--- src/rtl/mips_pkg.sv ---
// mips_pkg: shared encodings for the 5-stage MIPS EX stage.
//   - ALU opcode constants (ALU_ADD .. ALU_LINK)
//   - operand A/B source-select encodings
//   - forwarding-select encoding used by ex_forward_unit
//   - ALU_NOP: opcode driven for a pipeline bubble
package mips_pkg;

  localparam logic [3:0] ALU_ADD  = 4'b0000;
  localparam logic [3:0] ALU_SUB  = 4'b0001;
  localparam logic [3:0] ALU_AND  = 4'b0010;
  localparam logic [3:0] ALU_OR   = 4'b0011;
  localparam logic [3:0] ALU_XOR  = 4'b0100;
  localparam logic [3:0] ALU_NOR  = 4'b0101;
  localparam logic [3:0] ALU_SLT  = 4'b0110;
  localparam logic [3:0] ALU_SLTU = 4'b0111;
  localparam logic [3:0] ALU_SLL  = 4'b1000;
  localparam logic [3:0] ALU_SRL  = 4'b1001;
  localparam logic [3:0] ALU_SRA  = 4'b1010;
  localparam logic [3:0] ALU_LUI  = 4'b1011;
  localparam logic [3:0] ALU_LINK = 4'b1100;

  // A bubble executes as an add of zeros with no side effects.
  localparam logic [3:0] ALU_NOP  = ALU_ADD;

  // Operand A sources.
  localparam logic [1:0] ASEL_RS    = 2'd0;
  localparam logic [1:0] ASEL_SHAMT = 2'd1;
  localparam logic [1:0] ASEL_ZERO  = 2'd2;

  // Operand B sources.
  localparam logic [1:0] BSEL_RT  = 2'd0;
  localparam logic [1:0] BSEL_IMM = 2'd1;
  localparam logic [1:0] BSEL_PC  = 2'd2;

  typedef enum logic [1:0] {
    FWD_REG = 2'd0,
    FWD_MEM = 2'd1,
    FWD_WB  = 2'd2
  } fwd_sel_e;

endpackage

--- src/rtl/ex_forward_unit.sv ---
// ex_forward_unit: resolves one EX source operand against MEM and WB writers.
// Ports:
//   src_addr_i            source register index held in EX
//   reg_data_i            register-file value captured in ID
//   mem_reg_write_i/mem_rd_addr_i/mem_result_i   MEM-stage writer
//   wb_reg_write_i/wb_rd_addr_i/wb_result_i      WB-stage writer
//   fwd_data_o            freshest value of the source
//   fwd_sel_o             which source supplied fwd_data_o
module ex_forward_unit
  import mips_pkg::*;
#(
  parameter int DATA_W     = 32,
  parameter int REG_ADDR_W = 5
) (
  input  logic [REG_ADDR_W-1:0] src_addr_i,
  input  logic [DATA_W-1:0]     reg_data_i,
  input  logic                  mem_reg_write_i,
  input  logic [REG_ADDR_W-1:0] mem_rd_addr_i,
  input  logic [DATA_W-1:0]     mem_result_i,
  input  logic                  wb_reg_write_i,
  input  logic [REG_ADDR_W-1:0] wb_rd_addr_i,
  input  logic [DATA_W-1:0]     wb_result_i,
  output logic [DATA_W-1:0]     fwd_data_o,
  output fwd_sel_e              fwd_sel_o
);

  always_comb begin
    // NOTE: every output gets a default first so no path leaves it unassigned (no latch).
    fwd_sel_o  = FWD_REG;
    fwd_data_o = reg_data_i;
    // $zero is hard-wired, so a "write" to it must never shadow the register value.
    // MEM is younger than WB, hence checked first.
    if (src_addr_i != '0) begin
      if (mem_reg_write_i && (mem_rd_addr_i == src_addr_i)) begin
        fwd_sel_o  = FWD_MEM;
        fwd_data_o = mem_result_i;
      end else if (wb_reg_write_i && (wb_rd_addr_i == src_addr_i)) begin
        fwd_sel_o  = FWD_WB;
        fwd_data_o = wb_result_i;
      end
    end
  end

endmodule

--- src/rtl/id_ex_operand_stage.sv ---
// id_ex_operand_stage: ID/EX pipeline register, MEM/WB forwarding, ALU operand
// selection and load-use hazard detection.
// Inputs : id_* decoded fields, mem_*/wb_* forwarding writers, flush, stall_in.
// Outputs: ex_* EX-slot contents and ALU operands, hazard_stall to the front end.
// Optional: define HAZARD_PERF_EN to add perf_load_use_cnt / perf_flush_cnt,
// saturating 32-bit cycle counters of hazard_stall and flush.
module id_ex_operand_stage
  import mips_pkg::*;
#(
  parameter int                    DATA_W       = 32,
  parameter int                    REG_ADDR_W   = 5,
  parameter int                    ALU_CTRL_W   = 4,
  parameter logic [ALU_CTRL_W-1:0] NOP_ALU_CTRL = 4'b0000
) (
  input  logic                  clk,
  input  logic                  rst_n,
  input  logic                  id_valid,
  input  logic [DATA_W-1:0]     id_rs_data,
  input  logic [DATA_W-1:0]     id_rt_data,
  input  logic [REG_ADDR_W-1:0] id_rs_addr,
  input  logic [REG_ADDR_W-1:0] id_rt_addr,
  input  logic [REG_ADDR_W-1:0] id_rd_addr,
  input  logic                  id_rs_used,
  input  logic                  id_rt_used,
  input  logic [DATA_W-1:0]     id_imm,
  input  logic [4:0]            id_shamt,
  input  logic [DATA_W-1:0]     id_pc,
  input  logic [ALU_CTRL_W-1:0] id_alu_control,
  input  logic [1:0]            id_a_sel,
  input  logic [1:0]            id_b_sel,
  input  logic                  id_reg_write,
  input  logic                  id_mem_read,
  input  logic                  id_mem_write,
  input  logic                  mem_reg_write,
  input  logic [REG_ADDR_W-1:0] mem_rd_addr,
  input  logic [DATA_W-1:0]     mem_result,
  input  logic                  wb_reg_write,
  input  logic [REG_ADDR_W-1:0] wb_rd_addr,
  input  logic [DATA_W-1:0]     wb_result,
  input  logic                  flush,
  input  logic                  stall_in,
  output logic                  ex_valid,
  output logic [DATA_W-1:0]     ex_operand_A,
  output logic [DATA_W-1:0]     ex_operand_B,
  output logic [ALU_CTRL_W-1:0] ex_alu_control,
  output logic [DATA_W-1:0]     ex_store_data,
  output logic [REG_ADDR_W-1:0] ex_rd_addr,
  output logic                  ex_reg_write,
  output logic                  ex_mem_read,
  output logic                  ex_mem_write,
`ifdef HAZARD_PERF_EN
  output logic [31:0]           perf_load_use_cnt,
  output logic [31:0]           perf_flush_cnt,
`endif
  output logic                  hazard_stall
);

  typedef struct packed {
    logic                  valid;
    logic [DATA_W-1:0]     rs_data;
    logic [DATA_W-1:0]     rt_data;
    logic [REG_ADDR_W-1:0] rs_addr;
    logic [REG_ADDR_W-1:0] rt_addr;
    logic [REG_ADDR_W-1:0] rd_addr;
    logic [DATA_W-1:0]     imm;
    logic [4:0]            shamt;
    logic [DATA_W-1:0]     pc;
    logic [ALU_CTRL_W-1:0] alu_ctrl;
    logic [1:0]            a_sel;
    logic [1:0]            b_sel;
    logic                  reg_write;
    logic                  mem_read;
    logic                  mem_write;
  } ex_slot_t;

  ex_slot_t            slot_q, slot_d, bubble;
  logic [DATA_W-1:0]   fwd_rs_data, fwd_rt_data;
  fwd_sel_e            fwd_rs_sel, fwd_rt_sel;
  logic                load_use;

  ex_forward_unit #(.DATA_W(DATA_W), .REG_ADDR_W(REG_ADDR_W)) u_fwd_rs (
    .src_addr_i      (slot_q.rs_addr),
    .reg_data_i      (slot_q.rs_data),
    .mem_reg_write_i (mem_reg_write),
    .mem_rd_addr_i   (mem_rd_addr),
    .mem_result_i    (mem_result),
    .wb_reg_write_i  (wb_reg_write),
    .wb_rd_addr_i    (wb_rd_addr),
    .wb_result_i     (wb_result),
    .fwd_data_o      (fwd_rs_data),
    .fwd_sel_o       (fwd_rs_sel)
  );

  ex_forward_unit #(.DATA_W(DATA_W), .REG_ADDR_W(REG_ADDR_W)) u_fwd_rt (
    .src_addr_i      (slot_q.rt_addr),
    .reg_data_i      (slot_q.rt_data),
    .mem_reg_write_i (mem_reg_write),
    .mem_rd_addr_i   (mem_rd_addr),
    .mem_result_i    (mem_result),
    .wb_reg_write_i  (wb_reg_write),
    .wb_rd_addr_i    (wb_rd_addr),
    .wb_result_i     (wb_result),
    .fwd_data_o      (fwd_rt_data),
    .fwd_sel_o       (fwd_rt_sel)
  );

  // Load-use: the consumer in ID needs a value the load in EX has not fetched yet.
  // Suppressed while the slot is held or squashed, since no new capture happens.
  always_comb begin
    load_use = slot_q.valid && slot_q.mem_read && (slot_q.rd_addr != '0) && id_valid &&
               ((id_rs_used && (id_rs_addr == slot_q.rd_addr)) ||
                (id_rt_used && (id_rt_addr == slot_q.rd_addr)));
    hazard_stall = load_use && !stall_in && !flush;
  end

  always_comb begin
    bubble          = '0;
    bubble.alu_ctrl = NOP_ALU_CTRL;
    slot_d          = slot_q;
    if (flush) begin
      slot_d = bubble;
    end else if (stall_in) begin
      // Absorb any value retiring from WB while frozen; once that writer leaves,
      // the stored copy is the only place the result still lives.
      if (fwd_rs_sel != FWD_REG) slot_d.rs_data = fwd_rs_data;
      if (fwd_rt_sel != FWD_REG) slot_d.rt_data = fwd_rt_data;
    end else if (hazard_stall) begin
      slot_d = bubble;
    end else begin
      slot_d.valid     = id_valid;
      slot_d.rs_data   = id_rs_data;
      slot_d.rt_data   = id_rt_data;
      slot_d.rs_addr   = id_rs_addr;
      slot_d.rt_addr   = id_rt_addr;
      slot_d.rd_addr   = id_rd_addr;
      slot_d.imm       = id_imm;
      slot_d.shamt     = id_shamt;
      slot_d.pc        = id_pc;
      slot_d.alu_ctrl  = id_alu_control;
      slot_d.a_sel     = id_a_sel;
      slot_d.b_sel     = id_b_sel;
      slot_d.reg_write = id_reg_write;
      slot_d.mem_read  = id_mem_read;
      slot_d.mem_write = id_mem_write;
    end
  end

  // NOTE: state registers use non-blocking (<=) so every flop samples pre-edge values.
  always_ff @(posedge clk) begin
    // NOTE: reset is synchronous, so rst_n is only examined on the clock edge.
    if (!rst_n) slot_q <= bubble;
    else        slot_q <= slot_d;
  end

  always_comb begin
    ex_operand_A = '0;
    ex_operand_B = '0;
    case (slot_q.a_sel)
      ASEL_RS:    ex_operand_A = fwd_rs_data;
      ASEL_SHAMT: ex_operand_A = {{(DATA_W-5){1'b0}}, slot_q.shamt};
      default:    ex_operand_A = '0;
    endcase
    case (slot_q.b_sel)
      BSEL_RT:  ex_operand_B = fwd_rt_data;
      BSEL_IMM: ex_operand_B = slot_q.imm;
      BSEL_PC:  ex_operand_B = slot_q.pc;
      default:  ex_operand_B = '0;
    endcase
  end

  assign ex_valid       = slot_q.valid;
  assign ex_alu_control = slot_q.alu_ctrl;
  assign ex_store_data  = fwd_rt_data;
  assign ex_rd_addr     = slot_q.rd_addr;
  assign ex_reg_write   = slot_q.reg_write & slot_q.valid;
  assign ex_mem_read    = slot_q.mem_read  & slot_q.valid;
  assign ex_mem_write   = slot_q.mem_write & slot_q.valid;

`ifdef HAZARD_PERF_EN
  always_ff @(posedge clk) begin
    if (!rst_n) begin
      perf_load_use_cnt <= '0;
      perf_flush_cnt    <= '0;
    end else begin
      if (hazard_stall && (perf_load_use_cnt != '1)) perf_load_use_cnt <= perf_load_use_cnt + 32'd1;
      if (flush && (perf_flush_cnt != '1))           perf_flush_cnt    <= perf_flush_cnt + 32'd1;
    end
  end
`endif

endmodule

--- config.mk ---
export PLATFORM = sky130hd
export DESIGN_NAME = id_ex_operand_stage
export DESIGN_NICKNAME = d
export VERILOG_FILES = /design/src/rtl/mips_pkg.sv /design/src/rtl/ex_forward_unit.sv /design/src/rtl/id_ex_operand_stage.sv
export SDC_FILE = /design/constraint.sdc
export NUM_CORES = 1
export LEC_CHECK = 0
export BUFFER_PORTS_ARGS = -buffer_cell sky130_fd_sc_hd__buf_2
export CAP_MARGIN = 15
export CELL_PAD_IN_SITES_DETAIL_PLACEMENT = 0
export CELL_PAD_IN_SITES_GLOBAL_PLACEMENT = 1
export CORE_MARGIN = 2
export CORE_UTILIZATION = 30
export CTS_CLUSTER_SIZE = 25
export DETAILED_ROUTE_END_ITERATION = 8
export PLACE_DENSITY = 0.68
export SLEW_MARGIN = 20
export SYNTH_ARGS = -nofsm -noshare
export SYNTH_HDL_FRONTEND = slang
export SYNTH_HIERARCHICAL = 1
export SYNTH_SLANG_ARGS = --single-unit
--- constraint.sdc ---
create_clock -name clk -period 5.5 [get_ports clk]
set_input_delay 1.1 -clock clk [delete_from_list [all_inputs] [get_ports clk]]
set_output_delay 1.1 -clock clk [all_outputs]
set_load 0.02 [all_outputs]
==> parameters.txt, run 1 <==
Parameter                              Value

GRT
  Leftover overflow at the end of global routing ... 0
  Total global-route track usage ... 25.7%
  Number of global-route vias before repair ... 13.0k
  Wire length of the first global-routing pass ... 83200 um
  Initial antenna violation count ... 15
  Largest net degree at the start of global routing ... 163

Power and ir drop
  Static Leak ... 5.59 nW
  Power density relative to cell area ... 244 nW/um2
  VDD IR max ... 0.212 mV
  Final Power ... 3.54 mW

Timing
  Tightest slew margin relative to the limit ... 23.7%
  FMAX ... 213 MHz
  Post-route clock period utilization ... 85.3%
  Worst hold slack across all endpoints ... 504 ps
  Setup skew after layout ... 15.3 ps
  Setup violation total in the final timing report ... 0
  Crit path time final ... 4690 ps
  Slew of the pin with the lowest slew margin ... 1140 ps
  RSZ-0062 raised after global routing ... false
  Final max-slew violation count ... 0
  Final Hold Fails ... 0
  Total Negative Setup Slacks ... 0 ps

Detailed routing
  Avg WL per Cell ... 24.9 um
  Vias per Instance ... 6.12
  DRC violation count after routing ... 0
  Initial DRC Count ... 1202
  Routed via count ... 13.8k
  Sum of routed wire length over all layers ... 56500 um
  First-pass iteration count of the detailed router ... 5
  Number of routed nets with antenna violations ... 0

Place
  Count of placed standard cells including taps ... 2222
  Post-detailed-placement half-perimeter wirelength ... 36400 um
  Placed Instance Area ... 13900 um2
  Number of port buffers ... 351
  Placer congestion estimate ... 0.903

Clock tree
  TritonCTS sink count ... 160
  Post-cts resize count ... 0
  Depth of the CTS H-tree ... 4
  Clock transition at the registers of the reported paths ... 80 ps
  Post-CTS Hold Fix Bufs ... 0
  Clock tree from TritonCTS ... built
  Clock network latency to the later pin of the worst-skew pair ... 450 ps
  Maximum root-to-sink buffer count ... 2
  Number of buffers inserted during clock tree synthesis ... 17
  Cell at the root of the clock tree ... clkbuf_16
  Total setup buffers inserted after CTS ... 0

Critical path
  Reg2Reg Setup Slack ... 1870 ps
  Slowest CP cell ... nor4_1
  Crit path buf inv count ... 3
  Highest net fanout along the worst path ... 65
  Worst reg2reg endpoint ... slot_q[110]$_SDFFE_PP0P_
  Sort of element at the end of the critical path ... primary output
  Crit Path Class ... in2out
  Kind of cell adding the most delay to the critical path ... simple AND/OR/NAND/NOR gates
  Crit-path max cell delay ... 550 ps
  Number of cells on the worst reg-to-reg path ... 11
  Worst flop-to-flop path startpoint ... slot_q[89]$_SDFFE_PP0N_
  Data required, critical path ... 4400 ps
  Launching element type of the critical path ... primary input
  Data arrival time of the critical path ... 3590 ps
  Critical path, cell by cell ... buf_2 > xor2_1 > nor4_1 > nand3b_1 > buf_4 > nand3b_1 > o221a_1 > mux2i_1 > o21ai_0 > buf_2

Floorplanning
  Die Width ... 205 um
  Y dimension of the die ... 205 um
  Number of rows in the core area ... 73
  I/O pin count ... 352
  Placeable core area ... 39800 um2
  Total die area ... 42100 um2
  Starting utilization of the core area ... 30.5%

Yosys
  Fraction of synthesized cell area taken by the top area cell type ... 26.4%
  Post-synthesis sequential area ratio ... 26.4%
  Cells after synthesis ... 1542
  Share of flip-flops with an asynchronous set or reset ... 0%
  Post-synthesis cell area ... 12100 um2
  Mean cell area of the mapped netlist ... 7.87 um2
  EDFF count, synth ... 0
  Count of warnings emitted by yosys ... 6
  Number of nets in the synthesized netlist ... 1784
  Flops & latches, synth ... 160
  Number of unique standard cell types used by synthesis ... 33
  Top FF cell, synth ... dfxtp_1
  Synth area leader ... dfxtp_1
  Top cells by area in the synthesized netlist ... dfxtp_1 26%, o221ai_1 12%, nor3b_1 10%

Finish
  Fin nets ... 1958
  Cell area after layout ... 14500 um2
  Number of standard cells in the layout, taps in and fillers out ... 2264
  Commonest cells after routing, fill and taps aside ... 350 x buf_2, 192 x nand2_1, 161 x nor3b_1, 160 x o221ai_1, 159 x dfxtp_1
  Share of layout cells above drive strength 1 ... 24.3%
  Layout-stage area growth over the synthesis result ... 19.5%
  Most common cell after layout, fill and taps aside ... buf_2

Hold path
  Capture endpoint of the worst hold path ... slot_q[2]$_SDFFE_PP0N_
  Depth of the worst hold-timing path ... 2
  Tightest Hold Check Type ... reg2reg
  Hold path start ... slot_q[2]$_SDFFE_PP0N_

Run
  Maximum Capacitance Violations ... 0

Run status
  Status ... finished, final reports clean
==> metal layers <==
metal | GRT usage, % | vias to the layer above | part of all wire [%]
li1 | - | 6287 | -
met1 | 32.4 | 6820 | 41
met2 | 41.4 | 634 | 47
met3 | 6.18 | 92 | 7.9
met4 | 12.2 | 12 | 4.3
met5 | 0 | - | 0.13
==> synthesized netlist by cell type (37+ instances only) <==
library cell  count
a32oi_1          96
a31oi_1          64
o211ai_1         64
dfxtp_1         160
nand3b_1         66
inv_1            66
nor2_1           73
nand2_1         194
nor3b_1         161
clkbuf_1        159
mux2i_1          37
o221ai_1        160
o221a_1          64
==> state kept, by name (all words and copies together) (netlist names) <==
name	count
ex_rd_addr	5
ex_valid	1
slot_q	150
ex_alu_control	4
==> layout make-up <==
cell class / instances / area, um2
antenna: 10 / 25.0
clock buffer: 21 / 470
clock inverter: 11 / 154
fill: 4232 / 25300
inverter: 68 / 255
multi-input combinational: 1093 / 7760
sequential: 160 / 3200
tap: 525 / 657
timing repair buffer: 376 / 1990
==> worst min-delay path: cells and delay by family, from the launching register on <==
kind             cells  cell delay, ps
AO/OA/AOI/OAI        1              90
AND/OR/NAND/NOR      1              60
flip-flops           1             330
==> cell families after synthesis <==
kind of cell              count (synthesis)  share of synthesized area [%]
AOI/OAI and AO/OA                       484                           33.4
DFF                                     160                           26.4
muxes                                    37                           3.05
and+or+nand+nor                         542                           24.9
buffers and inverters                   289                           10.1
xor gates and xnor gates                 30                           2.16
==> report_power, final <==
| group | total (mW) | internal (mW) | switching [mW] | leakage (nW) |
|---|---|---|---|---|
| sequential | 1.29 | 1.24 | 0.0530 | 1.32 |
| combinational | 0.936 | 0.322 | 0.614 | 3.99 |
| clock | 1.31 | 0.755 | 0.558 | 0.288 |
| total | 3.54 | 2.31 | 1.23 | 5.59 |
==> stage by stage <==
step / utilization, % / setup WS (ps)
6_report: 36.4 / 810
5_1_grt: 36.4 / 553
4_1_cts: 36.4 / 833
3_5_place_dp: 34.8 / 866
3_3_place_gp: 34.8 / 856
2_1_floorplan: - / 1270
==> worst max-delay path by stage <==
| stage | depth (start not counted) | end | start | slack (ps) |
|---|---|---|---|---|
| after floorplan | 9 | ex_operand_B[14] | mem_rd_addr[3] | 1270 |
| after global placement | 10 | ex_operand_B[9] | wb_rd_addr[1] | 860 |
| after detailed placement | 10 | ex_operand_B[22] | wb_rd_addr[3] | 870 |
| after CTS | 9 | ex_operand_B[10] | slot_q[89]$_SDFFE_PP0N_ | 830 |
| after global routing | 9 | ex_operand_B[5] | slot_q[89]$_SDFFE_PP0N_ | 550 |
| final | 10 | ex_operand_B[12] | mem_rd_addr[3] | 810 |
Note: power is estimated with default switching activity, not from simulation.
==> inputs of run 2 (changes only) <==
--- a/config.mk
+++ b/config.mk
@@ -11,9 +11,11 @@
 export CELL_PAD_IN_SITES_GLOBAL_PLACEMENT = 1
 export CORE_MARGIN = 2
 export CORE_UTILIZATION = 30
-export CTS_CLUSTER_SIZE = 25
+export CTS_CLUSTER_SIZE = 8
 export DETAILED_ROUTE_END_ITERATION = 8
+export GPL_TIMING_DRIVEN = 0
 export PLACE_DENSITY = 0.68
+export REMOVE_ABC_BUFFERS = 1
 export SLEW_MARGIN = 20
 export SYNTH_ARGS = -nofsm -noshare
 export SYNTH_HDL_FRONTEND = slang
==> run 2 against run 1 <==
Critical path depth down 1. Core utilization up 2.1 points. Register-to-register slack better by 250 ps. Clock-buffer cell count up 3. First-iteration DRC count up 2.1%. Wire length down 6.9%. Maximum frequency down 4.1%. Final cell count up 1.5%. Via count about the same. Combinational power up 3.6%. Critical path type unchanged. Largest cell class unchanged.
==> parameters.txt, run 2 (synthesis results as in run 1) <==
Parameter                              Value

Finish
  Number of standard cells in the layout, taps in and fillers out ... 2298 (+1.5%)
  Layout-stage area growth over the synthesis result ... 26.6%
  Flip-flop count of the largest register after layout ... 150 (unchanged)
  Commonest cells after routing, fill and taps aside ... 350 x buf_2, 192 x nand2_1, 161 x nor3b_1, 160 x o221ai_1, 158 x dfxtp_1
  Share of layout cells above drive strength 1 ... 26.1% (+1.8 points)
  Reg with most FFs ... slot_q
  Fin nets ... 1995 (+1.9%)
  Cell area after layout ... 15400 um2 (+5.9%)
  Most common cell after layout, fill and taps aside ... buf_2

Hold path
  Tightest Hold Check Type ... reg2reg
  Depth of the worst hold-timing path ... 2 (unchanged)
  Hold path start ... slot_q[71]$_SDFFE_PP0N_
  Capture endpoint of the worst hold path ... slot_q[71]$_SDFFE_PP0N_

Clock tree
  Maximum root-to-sink buffer count ... 2 (unchanged)
  Post-CTS Hold Fix Bufs ... 0 (unchanged)
  Post-cts resize count ... 0 (unchanged)
  Depth of the CTS H-tree ... 4 (unchanged)
  Clock tree from TritonCTS ... built
  Number of buffers inserted during clock tree synthesis ... 17 (unchanged)
  Total setup buffers inserted after CTS ... 0 (unchanged)
  Cell at the root of the clock tree ... clkbuf_16
  TritonCTS sink count ... 160 (unchanged)
  Clock network latency to the later pin of the worst-skew pair ... 450 ps (about the same)
  Clock transition at the registers of the reported paths ... 70 ps (about the same)

Place
  Number of port buffers ... 351 (unchanged)
  Placed Instance Area ... 14800 um2 (+6.6%)
  Count of placed standard cells including taps ... 2259 (+1.7%)
  Post-detailed-placement half-perimeter wirelength ... 34800 um (-4.4%)
  Placer congestion estimate ... 0.815 (-9.7%)

Power and ir drop
  VDD IR max ... 0.197 mV (-7.2%)
  Power density relative to cell area ... 225 nW/um2 (-7.6%)
  Final Power ... 3.46 mW (-2.2%)
  Static Leak ... 6.01 nW (+7.6%)

Critical path
  Data arrival time of the critical path ... 3790 ps (+200 ps)
  Slowest CP cell ... or4_2
  Number of cells on the worst reg-to-reg path ... 10 (-1)
  Crit Path Class ... in2out
  Cell with the most instances on the worst path ... buf_2
  Critical path, cell by cell ... buf_2 > xnor2_1 > nand4_1 > or4_2 > a21o_4 > o221a_1 > mux2i_1 > o21ai_0 > buf_2
  Reg2Reg Setup Slack ... 2120 ps (+250 ps)
  Sort of element at the end of the critical path ... primary output
  Worst flop-to-flop path startpoint ... slot_q[94]$_SDFFE_PP0N_
  Launching element type of the critical path ... primary input
  Worst reg2reg endpoint ... slot_q[158]$_SDFFE_PP0P_
  Crit path buf inv count ... 2 (-1)
  Kind of cell adding the most delay to the critical path ... simple AND/OR/NAND/NOR gates
  Highest net fanout along the worst path ... 33 (-49%)
  Crit-path max cell delay ... 860 ps (+310 ps)
  Data required, critical path ... 4400 ps (about the same)

Floorplanning
  I/O pin count ... 352 (unchanged)
  Number of rows in the core area ... 73 (unchanged)
  Die Width ... 205 um (unchanged)
  Starting utilization of the core area ... 30.5% (unchanged)
  Placeable core area ... 39800 um2 (unchanged)
  Y dimension of the die ... 205 um (unchanged)
  Total die area ... 42100 um2 (unchanged)

Detailed routing
  Number of routed nets with antenna violations ... 0 (unchanged)
  Avg WL per Cell ... 22.9 um (-8.3%)
  Initial DRC Count ... 1227 (+2.1%)
  DRC violation count after routing ... 0 (unchanged)
  Routed via count ... 13.8k (-0.087%)
  Sum of routed wire length over all layers ... 52600 um (-6.9%)
  Vias per Instance ... 6.02 (-1.6%)
  First-pass iteration count of the detailed router ... 5 (unchanged)

Timing
  RSZ-0062 raised after global routing ... false
  Final max-slew violation count ... 0 (unchanged)
  Final Hold Fails ... 0 (unchanged)
  Setup skew after layout ... 9.50 ps (-5.78 ps)
  Slew of the pin with the lowest slew margin ... 760 ps (-385 ps)
  FMAX ... 205 MHz (-4.1%)
  Post-route clock period utilization ... 88.9% (+3.6 points)
  Tightest slew margin relative to the limit ... 49.1% (+25 points)
  Crit path time final ... 4890 ps (+198 ps)
  Setup violation total in the final timing report ... 0 (unchanged)

GRT
  Largest net degree at the start of global routing ... 129 (-21%)
  Wire length of the first global-routing pass ... 79500 um (-4.4%)
  Total global-route track usage ... 24.1% (-1.6 points)
  Leftover overflow at the end of global routing ... 0 (unchanged)
  Initial antenna violation count ... 11 (-4)
  Number of global-route vias before repair ... 13.4k (+2.6%)

Run status
  Status ... finished, final reports clean

Run
  Maximum Capacitance Violations ... 0 (unchanged)
## run 2: layout make-up
type / instances / area [um2]
clock inverter: 8 / 52.6
timing repair buffer: 413 / 2900
inverter: 68 / 255
fill: 4225 / 24500
antenna: 7 / 17.5
tap: 525 / 657
clock buffer: 24 / 512
multi-input combinational: 1093 / 7770
sequential: 160 / 3210
## run 2: worst register-to-register path, delay by kind of cell (launching register included)
family | cells | cell delay (ps)
DFF | 1 | 450
AOI/OAI and AO/OA | 3 | 750
and+or+nand+nor | 5 | 1690
buffers and inverters | 2 | 360
## run 2: how the worst max path moves through the flow
stage               slack, ps          endpoint           from  depth (start not counted)
finish                    610  ex_operand_B[30]  wb_rd_addr[4]                          9
global route              450   ex_operand_B[9]  wb_rd_addr[4]                          9
CTS                       590  ex_operand_B[30]  wb_rd_addr[4]                          9
detailed placement        590  ex_operand_B[30]  wb_rd_addr[4]                          9
global placement        -5770      hazard_stall  id_rs_addr[4]                          6
floorplan               -1440      hazard_stall  id_rs_addr[4]                          4
## run 2: report_power, final
| group | internal, mW | switching [mW] |
|---|---|---|
| Combinational | 0.379 | 0.591 |
| Clock | 0.650 | 0.548 |
| Sequential | 1.24 | 0.0565 |
## run 2: per-stage QoR
step | TNS [ps] | util [%] | worst slack, ps | hold slack (ps)
after detailed placement | 0 | 37.1 | 595 | 486
after global placement | -897740 | 34.1 | -5770 | 478
after floorplan | -73460 | - | -1440 | 463
final | 0 | 38.6 | 612 | 504
after CTS | 0 | 38.5 | 586 | 505
after global routing | 0 | 38.6 | 455 | 520
## run 2: layer usage
| layer | track usage (%) | vias up | routed length (um) |
|---|---|---|---|
| li1 | - | 6362 | - |
| met5 | 0 | - | 65 |
| met3 | 4.78 | 64 | 3520 |
| met2 | 38.7 | 500 | 24600 |
| met1 | 32.7 | 6897 | 23500 |
| met4 | 7.30 | 10 | 937 |
==> inputs of run 3 (changes only) <==
--- a/config.mk
+++ b/config.mk
@@ -15,7 +15,6 @@
 export DETAILED_ROUTE_END_ITERATION = 8
 export GPL_TIMING_DRIVEN = 0
 export PLACE_DENSITY = 0.68
-export REMOVE_ABC_BUFFERS = 1
 export SLEW_MARGIN = 20
 export SYNTH_ARGS = -nofsm -noshare
 export SYNTH_HDL_FRONTEND = slang
==> run 3 against run 2 <==
Maximum frequency down 2.9%. Design area shrank 1.3%. Clock power grew 9%. Clock-buffer cell count is 6 lower. Sequential share of layout area grew 0.23 points. Wire length increased by 12%. Final cell count increased by 6.6%. Register-to-register slack got worse by 480 ps. Hold slack better by 1.9 ps. Critical path type unchanged. Largest power group is now the clock network.
==> parameters.txt, run 3 (synthesis results as in run 1) <==
Parameter                              Value

GRT
  Initial antenna violation count ... 2 (-9)
  Largest net degree at the start of global routing ... 17 (-87%)
  Leftover overflow at the end of global routing ... 0 (unchanged)
  Number of global-route vias before repair ... 13.8k (+3.3%)
  Total global-route track usage ... 27.3% (+3.2 points)
  Wire length of the first global-routing pass ... 85600 um (+7.7%)

Floorplanning
  Y dimension of the die ... 205 um (unchanged)
  Number of rows in the core area ... 73 (unchanged)
  Total die area ... 42100 um2 (unchanged)
  I/O pin count ... 352 (unchanged)
  Die Width ... 205 um (unchanged)
  Placeable core area ... 39800 um2 (unchanged)
  Starting utilization of the core area ... 30.5% (unchanged)

Timing
  Slack of the critical path ... 468 ps (-144 ps)
  Crit path time final ... 5030 ps (+144 ps)
  Post-route clock period utilization ... 91.5% (+2.6 points)
  Setup skew after layout ... 9.88 ps (+0.375 ps)
  Setup violation total in the final timing report ... 0 (unchanged)
  RSZ-0062 raised after global routing ... false
  FMAX ... 199 MHz (-2.9%)
  Total Negative Setup Slacks ... 0 ps (unchanged)
  Final max-slew violation count ... 0 (unchanged)
  Slew of the pin with the lowest slew margin ... 1070 ps (+315 ps)
  Final Hold Fails ... 0 (unchanged)
  Tightest slew margin relative to the limit ... 28.2% (-21 points)

Clock tree
  Depth of the CTS H-tree ... 4 (unchanged)
  Post-cts resize count ... 0 (unchanged)
  Clock tree from TritonCTS ... built
  Number of buffers inserted during clock tree synthesis ... 17 (unchanged)
  Cell at the root of the clock tree ... clkbuf_16
  Total setup buffers inserted after CTS ... 0 (unchanged)
  Clock network latency to the later pin of the worst-skew pair ... 450 ps (about the same)
  Clock transition at the registers of the reported paths ... 70 ps (about the same)
  Post-CTS Hold Fix Bufs ... 0 (unchanged)
  Maximum root-to-sink buffer count ... 2 (unchanged)
  TritonCTS sink count ... 160 (unchanged)

Detailed routing
  Routed via count ... 14.4k (+3.9%)
  Avg WL per Cell ... 24.1 um (+5.4%)
  First-pass iteration count of the detailed router ... 5 (unchanged)
  Number of routed nets with antenna violations ... 0 (unchanged)
  Vias per Instance ... 5.87 (-2.5%)
  Sum of routed wire length over all layers ... 59100 um (+12%)
  DRC violation count after routing ... 0 (unchanged)
  Initial DRC Count ... 1354 (+10%)

Place
  Setup WS pre-CTS ... 501 ps (-93.6 ps)
  Number of port buffers ... 350 (-0.28%)
  Post-detailed-placement half-perimeter wirelength ... 45200 um (+30%)
  Placer congestion estimate ... 0.908 (+11%)

Critical path
  Worst reg2reg endpoint ... slot_q[123]$_SDFFE_PP0P_
  Launching element type of the critical path ... primary input
  Sort of element at the end of the critical path ... primary output
  Highest net fanout along the worst path ... 10 (-70%)
  Number of cells on the worst reg-to-reg path ... 11 (+1)
  Worst flop-to-flop path startpoint ... slot_q[89]$_SDFFE_PP0N_
  Data arrival time of the critical path ... 3930 ps (+140 ps)
  Data required, critical path ... 4400 ps (about the same)
  Crit Path Class ... in2out
  Reg2Reg Setup Slack ... 1640 ps (-480 ps)

Finish
  Final Util ... 38.1% (-0.48 points)
  Fin nets ... 2153 (+7.9%)
  Flip-flop count of the largest register after layout ... 150 (unchanged)
  Count of filler cells inserted in the layout ... 4306 (+1.9%)
  Antenna diode count ... 0 (-7)
  Layout-stage area growth over the synthesis result ... 25.0%
  Commonest cells after routing, fill and taps aside ... 369 x buf_2, 194 x nand2_1, 161 x nor3b_1, 160 x o221ai_1, 160 x dfxtp_1
  Most common cell after layout, fill and taps aside ... buf_2
  Share of layout cells above drive strength 1 ... 22.7% (-3.4 points)
  Reg with most FFs ... slot_q

Power and ir drop
  Static Leak ... 5.83 nW (-3.0%)
  Power density relative to cell area ... 237 nW/um2 (+5.3%)
  Final Power ... 3.60 mW (+4.0%)
  VDD IR max ... 0.180 mV (-8.9%)

Run
  Maximum Capacitance Violations ... 0 (unchanged)

Hold path
  Depth of the worst hold-timing path ... 2 (unchanged)
  Capture endpoint of the worst hold path ... slot_q[72]$_SDFFE_PP0N_
  Hold path start ... slot_q[72]$_SDFFE_PP0N_
  Tightest Hold Check Type ... reg2reg

Run status
  Status ... finished, final reports clean
## run 3: worst max-delay path by stage
stage                         startpoint                to  slack (ps)  cells after the start
after floorplan           mem_rd_addr[3]  ex_operand_B[14]        1270                      9
after global placement    mem_rd_addr[3]  ex_operand_B[23]         500                     11
after detailed placement  mem_rd_addr[3]  ex_operand_B[23]         500                     11
after CTS                 mem_rd_addr[3]  ex_operand_B[23]         500                     11
after global routing      mem_rd_addr[3]  ex_operand_B[23]         320                     11
final                     mem_rd_addr[3]  ex_operand_B[23]         470                     11
## run 3: critical path, cell delays in order
cell and delay [ps]:
buf_2 120, xor2_1 140, nor4_1 490, nand3b_1 260, buf_4 260, clkbuf_1 300
nand3b_1 230, o221a_1 410, mux2i_1 210, o21ai_0 220, buf_2 190
## run 3: layer usage
| layer | up-vias | share of wire [%] | GRT usage (%) |
|---|---|---|---|
| li1 | 6676 | - | - |
| met5 | - | 0.051 | 0 |
| met2 | 689 | 43 | 41.5 |
| met4 | 4 | 3.7 | 11.0 |
| met3 | 97 | 8.3 | 5.96 |
| met1 | 6908 | 45 | 37.3 |
## run 3: layout make-up
| class | instances | area, um2 | share of cell area (%) |
|---|---|---|---|
| Multi-Input combinational cell | 1093 | 7710 | 50.8 |
| Sequential cell | 160 | 3200 | 21.1 |
| Timing Repair Buffer | 350 | 1750 | 11.5 |
| Buffer | 221 | 980 | 6.46 |
| Tap cell | 525 | 657 | 4.33 |
| Clock buffer | 18 | 429 | 2.83 |
| Inverter | 68 | 255 | 1.68 |
| Clock inverter | 14 | 191 | 1.26 |
## run 3: where the power goes
group          switching (mW)  internal (mW)
Sequential             0.0542           1.24
Clock                   0.554          0.759
Combinational           0.653          0.343
Total                    1.26           2.34
## run 3: metrics by stage
step / instances / instance area, um2 / hold WS (ps)
floorplan: 1542 / 12100 / 454
global placement: 2417 / 14600 / 481
detailed placement: 2417 / 14600 / 488
CTS: 2449 / 15200 / 506
global route: 2449 / 15200 / 525
finish: 2449 / 15200 / 506
